File: config.mk
export PLATFORM = sky130hd
export DESIGN_NAME = wbit_alu_arbiter_2305001
export DESIGN_NICKNAME = d
export VERILOG_FILES = /design/src/rtl/wbit_alu_arbiter_2305001_pkg.sv /design/src/rtl/wbit_alu_arbiter_2305001_alu.sv /design/src/rtl/wbit_alu_arbiter_2305001_rr_pick2.sv /design/src/rtl/wbit_alu_arbiter_2305001.sv
export SDC_FILE = /design/constraint.sdc
export NUM_CORES = 1
export LEC_CHECK = 0
export CAP_MARGIN = 20
export CORE_MARGIN = 10
export CORE_UTILIZATION = 51
export DETAILED_ROUTE_END_ITERATION = 8
export GPL_TIMING_DRIVEN = 0
export PLACE_DENSITY = 0.8
export SLEW_MARGIN = 20
export SYNTH_ARGS = -nofsm -noshare
export SYNTH_HDL_FRONTEND = slang
export SYNTH_SLANG_ARGS = --single-unit
File: constraint.sdc
create_clock -name CLK -period 2.6 [get_ports CLK]
set_input_delay 0.52 -clock CLK [delete_from_list [all_inputs] [get_ports CLK]]
set_output_delay 0.52 -clock CLK [all_outputs]
set_load 0.005 [all_outputs]
File: src/rtl/wbit_alu_arbiter_2305001_pkg.sv
// +----------------------------------------------------------------------+
// | Module   : wbit_alu_arbiter_2305001_pkg                              |
// | Purpose  : State encoding and ALU control codes for the ALU arbiter. |
// | Revision : 1.0 - initial release                                     |
// +----------------------------------------------------------------------+
`default_nettype none

package wbit_alu_arbiter_2305001_pkg;

  typedef enum logic [1:0] {
    IDLE = 2'd0,
    EXEC = 2'd1,
    RESP = 2'd2
  } state_t;

  localparam logic [2:0] ALU_ADD = 3'd0;
  localparam logic [2:0] ALU_SUB = 3'd1;

endpackage

`default_nettype wire

File: src/rtl/wbit_alu_arbiter_2305001_alu.sv
// +----------------------------------------------------------------------+
// | Module   : Wbit_ALU_2305001                                          |
// | Purpose  : W-bit combinational ALU, 8 ops, ARM-style NZCV flags.     |
// | Revision : 1.0 - initial release                                     |
// +----------------------------------------------------------------------+
`default_nettype none

module Wbit_ALU_2305001 #(
  parameter int W = 5
) (
  input  logic [W-1:0] InA,
  input  logic [W-1:0] InB,
  input  logic [2:0]   ALU_Control,
  output logic [W-1:0] Result,
  output logic [3:0]   NZCV
);

  logic [W-1:0] w_sum;
  logic         w_carry;
  logic         w_ovf;

  // Codes: 0 ADD, 1 SUB, 2 AND, 3 OR, 4 XOR, 5 NOR, 6 signed SLT, 7 pass A.
  // C on SUB is "no borrow"; C and V are zero for non-arithmetic ops.
  always_comb begin
    w_sum   = '0;
    w_carry = 1'b0;
    w_ovf   = 1'b0;
    Result  = '0;
    case (ALU_Control)
      3'd0: begin
        {w_carry, w_sum} = {1'b0, InA} + {1'b0, InB};
        w_ovf  = (InA[W-1] == InB[W-1]) && (w_sum[W-1] != InA[W-1]);
        Result = w_sum;
      end
      3'd1: begin
        {w_carry, w_sum} = {1'b0, InA} + {1'b0, ~InB} + {{W{1'b0}}, 1'b1};
        w_ovf  = (InA[W-1] != InB[W-1]) && (w_sum[W-1] != InA[W-1]);
        Result = w_sum;
      end
      3'd2:    Result = InA & InB;
      3'd3:    Result = InA | InB;
      3'd4:    Result = InA ^ InB;
      3'd5:    Result = ~(InA | InB);
      3'd6:    Result = {{(W-1){1'b0}}, ($signed(InA) < $signed(InB))};
      default: Result = InA;
    endcase
    NZCV = {Result[W-1], (Result == '0), w_carry, w_ovf};
  end

endmodule

`default_nettype wire

File: src/rtl/wbit_alu_arbiter_2305001_rr_pick2.sv
// +----------------------------------------------------------------------+
// | Module   : rr_pick2_2305001                                          |
// | Purpose  : Two-way round-robin pick; a tie goes to the non-last one. |
// | Revision : 1.0 - initial release                                     |
// +----------------------------------------------------------------------+
`default_nettype none

module rr_pick2_2305001 (
  input  logic req0,
  input  logic req1,
  input  logic last_grant,
  output logic gnt_valid,
  output logic gnt_id
);

  assign gnt_valid = req0 | req1;
  assign gnt_id    = (req0 & req1) ? ~last_grant : req1;

endmodule

`default_nettype wire

File: src/rtl/wbit_alu_arbiter_2305001.sv
// +----------------------------------------------------------------------+
// | Module   : wbit_alu_arbiter_2305001                                  |
// | Purpose  : Shares one ALU between two requesters (IDLE/EXEC/RESP).   |
// |            ALU_ARB_FASTPATH_EN: grant straight out of RESP.          |
// | Revision : 1.0 - initial release                                     |
// +----------------------------------------------------------------------+
`default_nettype none

module wbit_alu_arbiter_2305001
  import wbit_alu_arbiter_2305001_pkg::*;
#(
  parameter int W = 5
) (
  input  logic         CLK,
  input  logic         RESET,
  input  logic         Req0,
  input  logic [W-1:0] InA0,
  input  logic [W-1:0] InB0,
  input  logic [2:0]   Ctl0,
  output logic         Ack0,
  input  logic         Req1,
  input  logic [W-1:0] InA1,
  input  logic [W-1:0] InB1,
  input  logic [2:0]   Ctl1,
  output logic         Ack1,
  output logic         Rsp_Valid,
  input  logic         Rsp_Ready,
  output logic         Rsp_Id,
  output logic [W-1:0] Rsp_Result,
  output logic [3:0]   Rsp_NZCV
);

  state_t       r_state;
  logic         r_last;
  logic [W-1:0] r_a;
  logic [W-1:0] r_b;
  logic [2:0]   r_ctl;

  logic         w_gnt_valid;
  logic         w_gnt_id;
  logic         w_grant;
  logic [W-1:0] w_result;
  logic [3:0]   w_nzcv;

  rr_pick2_2305001 u_rr (
    .req0       (Req0),
    .req1       (Req1),
    .last_grant (r_last),
    .gnt_valid  (w_gnt_valid),
    .gnt_id     (w_gnt_id)
  );

  Wbit_ALU_2305001 #(.W(W)) u_alu (
    .InA         (r_a),
    .InB         (r_b),
    .ALU_Control (r_ctl),
    .Result      (w_result),
    .NZCV        (w_nzcv)
  );

  // Ack is decoded in the granting cycle so a requester sees it while still
  // holding its operands; that is what gives Ack(t) -> Rsp_Valid(t+2).
`ifdef ALU_ARB_FASTPATH_EN
  assign w_grant = ~RESET & w_gnt_valid &
                   ((r_state == IDLE) | ((r_state == RESP) & Rsp_Ready));
`else
  assign w_grant = ~RESET & w_gnt_valid & (r_state == IDLE);
`endif

  assign Ack0 = w_grant & ~w_gnt_id;
  assign Ack1 = w_grant &  w_gnt_id;

  always_ff @(posedge CLK or posedge RESET) begin
    if (RESET) begin
      r_state    <= IDLE;
      r_last     <= 1'b1;
      r_a        <= '0;
      r_b        <= '0;
      r_ctl      <= '0;
      Rsp_Valid  <= 1'b0;
      Rsp_Id     <= 1'b0;
      Rsp_Result <= '0;
      Rsp_NZCV   <= '0;
    end else begin
      if (w_grant) begin
        r_a    <= w_gnt_id ? InA1 : InA0;
        r_b    <= w_gnt_id ? InB1 : InB0;
        r_ctl  <= w_gnt_id ? Ctl1 : Ctl0;
        Rsp_Id <= w_gnt_id;
        r_last <= w_gnt_id;
      end
      case (r_state)
        IDLE: begin
          if (w_grant) r_state <= EXEC;
        end
        EXEC: begin
          Rsp_Result <= w_result;
          Rsp_NZCV   <= w_nzcv;
          Rsp_Valid  <= 1'b1;
          r_state    <= RESP;
        end
        RESP: begin
          if (Rsp_Ready) begin
            Rsp_Valid <= 1'b0;
            r_state   <= w_grant ? EXEC : IDLE;
          end
        end
        default: r_state <= IDLE;
      endcase
    end
  end

endmodule

`default_nettype wire

======== Yosys cells after proc, flatten, opt, wreduce, memory -nomap -nowiden ========
Index checks and enable logic that the tools add are counted.
word-level totals
  bits in registers ....................... 27
  output and inout port bits .............. 13
  logic and storage cells ................. 62
operators by class
  $add $sub $neg .......................... 3
  bitwise gates (word level) .............. 14
  multiplexer cells ....................... 13
  equal/unequal tests ..................... 14
  magnitude comparators ................... 1
  reduce and logical (&&, ||, !) cells .... 8
operators by type and width
  kind                 count
  $pmux 5 s7           1
  $add 5x5->6          2
  $mux 5               2
  $not 5->5            2
  $eq 3x3->1 const B   3
  $add 6x1->6 const B  1
  $eq 3x2->1 const B   2
  $pmux 1 s2           3
  $pmux 2 s3           1
  $and 1x1->1          5
  $and 5x5->5          1
  $logic_not 5->1      1
  $lt 5x5->1           1
  $or 5x5->5           1
  $xor 5x5->5          1
  $mux 2               2
  $ne 2x2->1 const B   2
  $reduce_and 2->1     2
  $eq 3x1->1 const B   1
  $logic_not 3->1      1
  $mux 1               3
  $mux 3               1
  $ne 1x1->1           3
  $not 1->1            3
  7 further kinds      8

======== Logic depth before layout (Yosys ltp) ========
  depth after elaboration ................. 6
  gate-level depth with buffers ........... 8

======== Modules after synthesis ========
From an unflattened synthesis, not the netlist that was laid out.
unflattened totals
  cell total of the unflattened synthesis .. 214
  area, all modules ....................... 2052.0 um^2
by module, submodules not included
  module                    area an instance (um^2)  seq. area each (um^2)  cells an instance  instances
  wbit_alu_arbiter_2305001  1214.9                   676.9                  97                 1
  Wbit_ALU_2305001          823.3                    0.0                    115                1
  rr_pick2_2305001          13.8                     0.0                    2                  1

======== Least setup slack after synthesis ========
OpenSTA, ideal clock, no wires.
  kind .................................... reg2reg
  from .................................... reg r_a[0]
  to ...................................... reg Rsp_NZCV[2]
  period minus slack after synthesis ...... 2.093 ns
  arrival time ............................ 1.989 ns
  path buffers ............................ 0
  library setup time ...................... 0.104 ns
  cell stages (with the launch flop) ...... 9
  slack ................................... 0.507 ns
  cell sequence ........................... dfrtp_1 > inv_1 > ha_1 > fa_1 > o21bai_4 > a211oi_2 > nor4_2 > o31ai_2 > o41ai_2
between the ends
  cells in the longest elaborated chain, start to end .. 4
RTL lines
  what                                       line                                                                                                        RTL
  start, declared                            wbit_alu_arbiter_2305001.sv:35                                                                              logic [W-1:0] r_a;
  start signal, assigned                     wbit_alu_arbiter_2305001.sv:86                                                                              r_a <= w_gnt_id ? InA1 : InA0;
  $add 5x5->6 or $or 5x5->5 (tied branches)  wbit_alu_arbiter_2305001_alu.sv:36, wbit_alu_arbiter_2305001_alu.sv:41, wbit_alu_arbiter_2305001_alu.sv:43
  $add 6x1->6 or $not 5->5 (tied branches)   wbit_alu_arbiter_2305001_alu.sv:36, wbit_alu_arbiter_2305001_alu.sv:43
  $pmux 5 s7 *                               wbit_alu_arbiter_2305001_alu.sv:29                                                                          case (ALU_Control)
  $logic_not 5->1 *                          wbit_alu_arbiter_2305001_alu.sv:47                                                                          NZCV = {Result[W-1], (Result == '0), w_carry, w_ovf};
  end signal, assigned                       wbit_alu_arbiter_2305001.sv:98                                                                              Rsp_NZCV <= w_nzcv;
  end, declared                              wbit_alu_arbiter_2305001.sv:30                                                                              output logic [3:0] Rsp_NZCV
Every way passes the cells marked *; elsewhere a longest branch is shown, timed or not.
A chain may end at the register's enable or synchronous reset.

======== Worst setup path in the final report ========
  from .................................... in Req1
  to ...................................... out Ack1
between the ends
  cells in the longest elaborated chain, start to end .. 4
RTL lines
  what                       line                                     RTL
  start, declared            wbit_alu_arbiter_2305001.sv:21           input logic Req1,
  $or 1x1->1                 wbit_alu_arbiter_2305001_rr_pick2.sv:16  assign gnt_valid = req0 | req1;
  $and 1x1->1 (2 in series)  wbit_alu_arbiter_2305001.sv:67           assign w_grant = ~RESET & w_gnt_valid & (r_state == IDLE);
  $and 1x1->1 *              wbit_alu_arbiter_2305001.sv:71           assign Ack1 = w_grant & w_gnt_id;
  end, declared              wbit_alu_arbiter_2305001.sv:25           output logic Ack1,
Marks and branches as above.

==> summary.txt <==
Setup path
  – Slowest CP cell: clkdlybuf4s50_1
  – CP Max Fanout: 3
  – Crit path top cell by count: inv_1
  – Setup crit start kind: input pin
  – Worst path max stage delay: 0.48 ns
  – RR Startpoint: r_a[0]$_DFFE_PP0P_
  – Crit Path Category: in2out
  – CP Capture Type: output pin
  – Critical Path, Cell by Cell: clkdlybuf4s50_1, nor2_1, or4_4, buf_8, inv_1, nand2_2, inv_1, clkdlybuf4s15_2
  – Crit path from: Req1
  – Crit-path leading delay family: buffers and inverters
  – Crit path buf inv count: 5
  – Crit path DAT: between 2 and 2.5 ns
  – Req. time, crit path: 2.08 ns

CTS
  – CTS tree: done
  – Max Root-Sink Buffers: 2
  – H-tree depth: 1
  – Worst skew pair latency: around 0.27 ns
  – Number of buffers created by CTS: 3
  – Clock slew at reported path FFs: 0.09 ns
  – Clock root buffer: clkbuf_8
  – # clock sinks: 26
  – Cts hold-fix bufs: 0

Timing
  – # setup viols final: 0
  – Slew @ Worst Pin: 0.9099 ns
  – Fin crit share: between 90% and 100%
  – F_max: ~400 MHz
  – Fin crit period: 2.536 ns
  – Unrepaired setup endpoints after global routing: yes
  – Worst hold margin: 0.4856 ns
  – Slew margin rel.: 38.96%
  – Worst Skew: 0.002593 ns
  – Max Transition Viols Final: 0
  – Endpoints failing hold: 0

Global routing
  – Largest net degree at the start of global routing: 27
  – First-pass GRT wire length: 8.680 mm
  – Remaining Overflow, GRT: 0
  – Gr usage total: 14.59%
  – Initial antenna violation count: 0
  – Vias in the first global route: 1831

Detailed routing
  – DR vias/cell: 5.752
  – ANT nets after route: 0
  – Vias: roughly 1.8k
  – Drt pass-1 iters: 4
  – DRC violation count after routing: 0
  – Routed wire length: approximately 5.2 mm
  – Drt wl/cell: ~16 um
  – Initial DRC count: 145

Synth
  – Post-Synthesis Cells: 223
  – Synth cell types: 64
  – Warnings, synthesis: 0
  – Synth cell count leaders: nand2_1, dfrtp_1, inv_1, o21ai_0
  – Largest area contributor in the netlist: dfrtp_1
  – Mapped Nets: 271
  – Syn Std Cell Area: 2039 sq um
  – Register area share after synthesis: about a third
  – Post-synth EDFFs: 0
  – Most frequent cell after synthesis: nand2_1
  – Syn avg cell area: 9.146 sq um
  – Ys flop type: dfrtp_1
  – Synth Register Bits: 26
  – Share of the synthesized area in the top cell type: a little under a third
  – Asr flop ratio synth: 100.0%
  – Synth area leaders: dfrtp_1, ha_1, mux2i_1

Place
  – Final RePlAce weighted congestion: 0.9395
  – DP Wirelength: 4.135 mm
  – Port Buf Inserts: 43
  – Placed Instance Area: 2530 sq um

Min path
  – Hold Startpoint: Rsp_Result[1]$_DFFE_PP0P_
  – HP Class: reg2reg

Die
  – Starting Density: 54.08%
  – Chip Width: 83.24 um
  – Io pins: 44
  – Die area: 6928 sq um
  – Core footprint: between 3000 and 4000 sq um
  – Die Y: 83.24 um
  – # rows: 22

Pwr
  – Pwr/cell area: 1138 nW/um^2
  – Max VDD drop: 0.4269 mV
  – Pleak: 1.187 nW

Job
  – Maxcap violations: 0

Status
  – Status: finished, final reports clean

Cells and area
  – Cell area after layout: about 2600 sq um
  – Number of diodes: 0
  – Final #Nets: 320
  – Area Overhead vs Synth: 29.51%
  – Share of cells above drive strength 1: 13.28%
[cell usage in the layout (no fill, tap or decap), types with 3 or more instances in the layout]
| master | count |
|---|---|
| buf_4 | 5 |
| nand2b_1 | 4 |
| clkbuf_8 | 4 |
| mux2i_1 | 15 |
| nor4_1 | 3 |
| ha_1 | 15 |
| o21ai_0 | 17 |
| nand2_1 | 28 |
| nand3b_1 | 3 |
| nand3_1 | 3 |
| clkdlybuf4s50_1 | 40 |
| o31ai_1 | 3 |
| o211ai_1 | 3 |
| a21oi_1 | 7 |
| nor2_1 | 8 |
| dfrtp_1 | 25 |
| nor2b_1 | 3 |
| clkbuf_1 | 3 |
| buf_6 | 3 |
| inv_1 | 19 |
[worst register-to-register path, stage by stage, from the launching register on]
cell,delay (ns)
dfrtp_1,0.44
inv_1,0.09
ha_1,0.24
fa_1,0.45
o21bai_4,0.18
a211oi_2,0.10
nor4_2,0.28
o31ai_2,0.12
o41ai_2,0.38
[logic make-up (layout without fill, tap and decap cells)]
family	after synthesis	count (layout)	share of synthesized area, %
xor gates and xnor gates	2	2	0.8591
muxes	19	19	9.570
adders and majority gates	17	17	11.17
and+or+nand+nor	66	66	17.12
AOI/OAI and AO/OA	59	59	21.23
DFF	26	26	31.96
buffers and inverters	34	82	8.098
[state kept, by name, indices dropped and copies added (netlist names)]
register    cells
Rsp_Valid       1
r_ctl           3
r_b             5
r_last          1
r_state         2
Rsp_Result      5
r_a             5
Rsp_Id          1
Rsp_NZCV        3
[layer usage]
metal	GRT usage [%]	up-vias	share of wire [%]
li1	-	883	-
met1	18.18	866	44
met2	24.16	74	48
met3	3.418	12	6.7
met4	4.308	0	1.6
met5	0	-	0
[final cells by class]
type / count / area, sq um
Timing Repair Buffer: 44 / 432.9
Clock buffer: 3 / 41.29
Sequential cell: 26 / 651.9
Inverter: 20 / 75.07
Multi-Input combinational cell: 163 / 1236
Tap cell: 48 / 60.06
Clock inverter: 1 / 30.03
Buffer: 14 / 113.9
Fill cell: 323 / 1130
[path summary, 6_finish.rpt]
check / to / slack [ns] / depth (start not counted)
worst max-delay path: Ack1 / 0.06 / 8
worst min-delay path: Rsp_Result[1]$_DFFE_PP0P_ / 0.49 / 2
worst max register to register: Rsp_NZCV[2]$_DFFE_PP0P_ / 0.20 / 8
worst min register to register: Rsp_Result[1]$_DFFE_PP0P_ / 0.49 / 2
max in group asynchronous: r_ctl[0]$_DFFE_PP0P_ / 1.51 / 2
min in group asynchronous: Rsp_Id$_DFFE_PP0P_ / 0.68 / 2
[stage by stage]
step | cells | total power, mW | utilization [%] | TNS, ns | worst slack (ns)
2_1_floorplan | 223 | 2.047 | - | 0 | 0.5071
3_3_place_gp | 314 | 2.573 | 67.09 | -0.7490 | -0.4177
3_5_place_dp | 314 | 2.623 | 67.09 | -0.7587 | -0.4357
4_1_cts | 318 | 2.987 | 69.84 | 0 | 0.003054
5_1_grt | 319 | 3.246 | 70.04 | -0.01236 | -0.01236
6_report | 319 | 3.006 | 70.04 | 0 | 0.06434
[power breakdown]
part           switching (mW)  internal [mW]
clock network           0.136          0.206
registers               0.162          0.576
logic                    1.02          0.907
total                    1.32           1.69
[timing repair]
item	in CTS	in global routing
setup buffers	0	1
resized for setup	14	4
setup endpoints to repair	2	2
No activity file was read; power rests on OpenSTA's default activity.
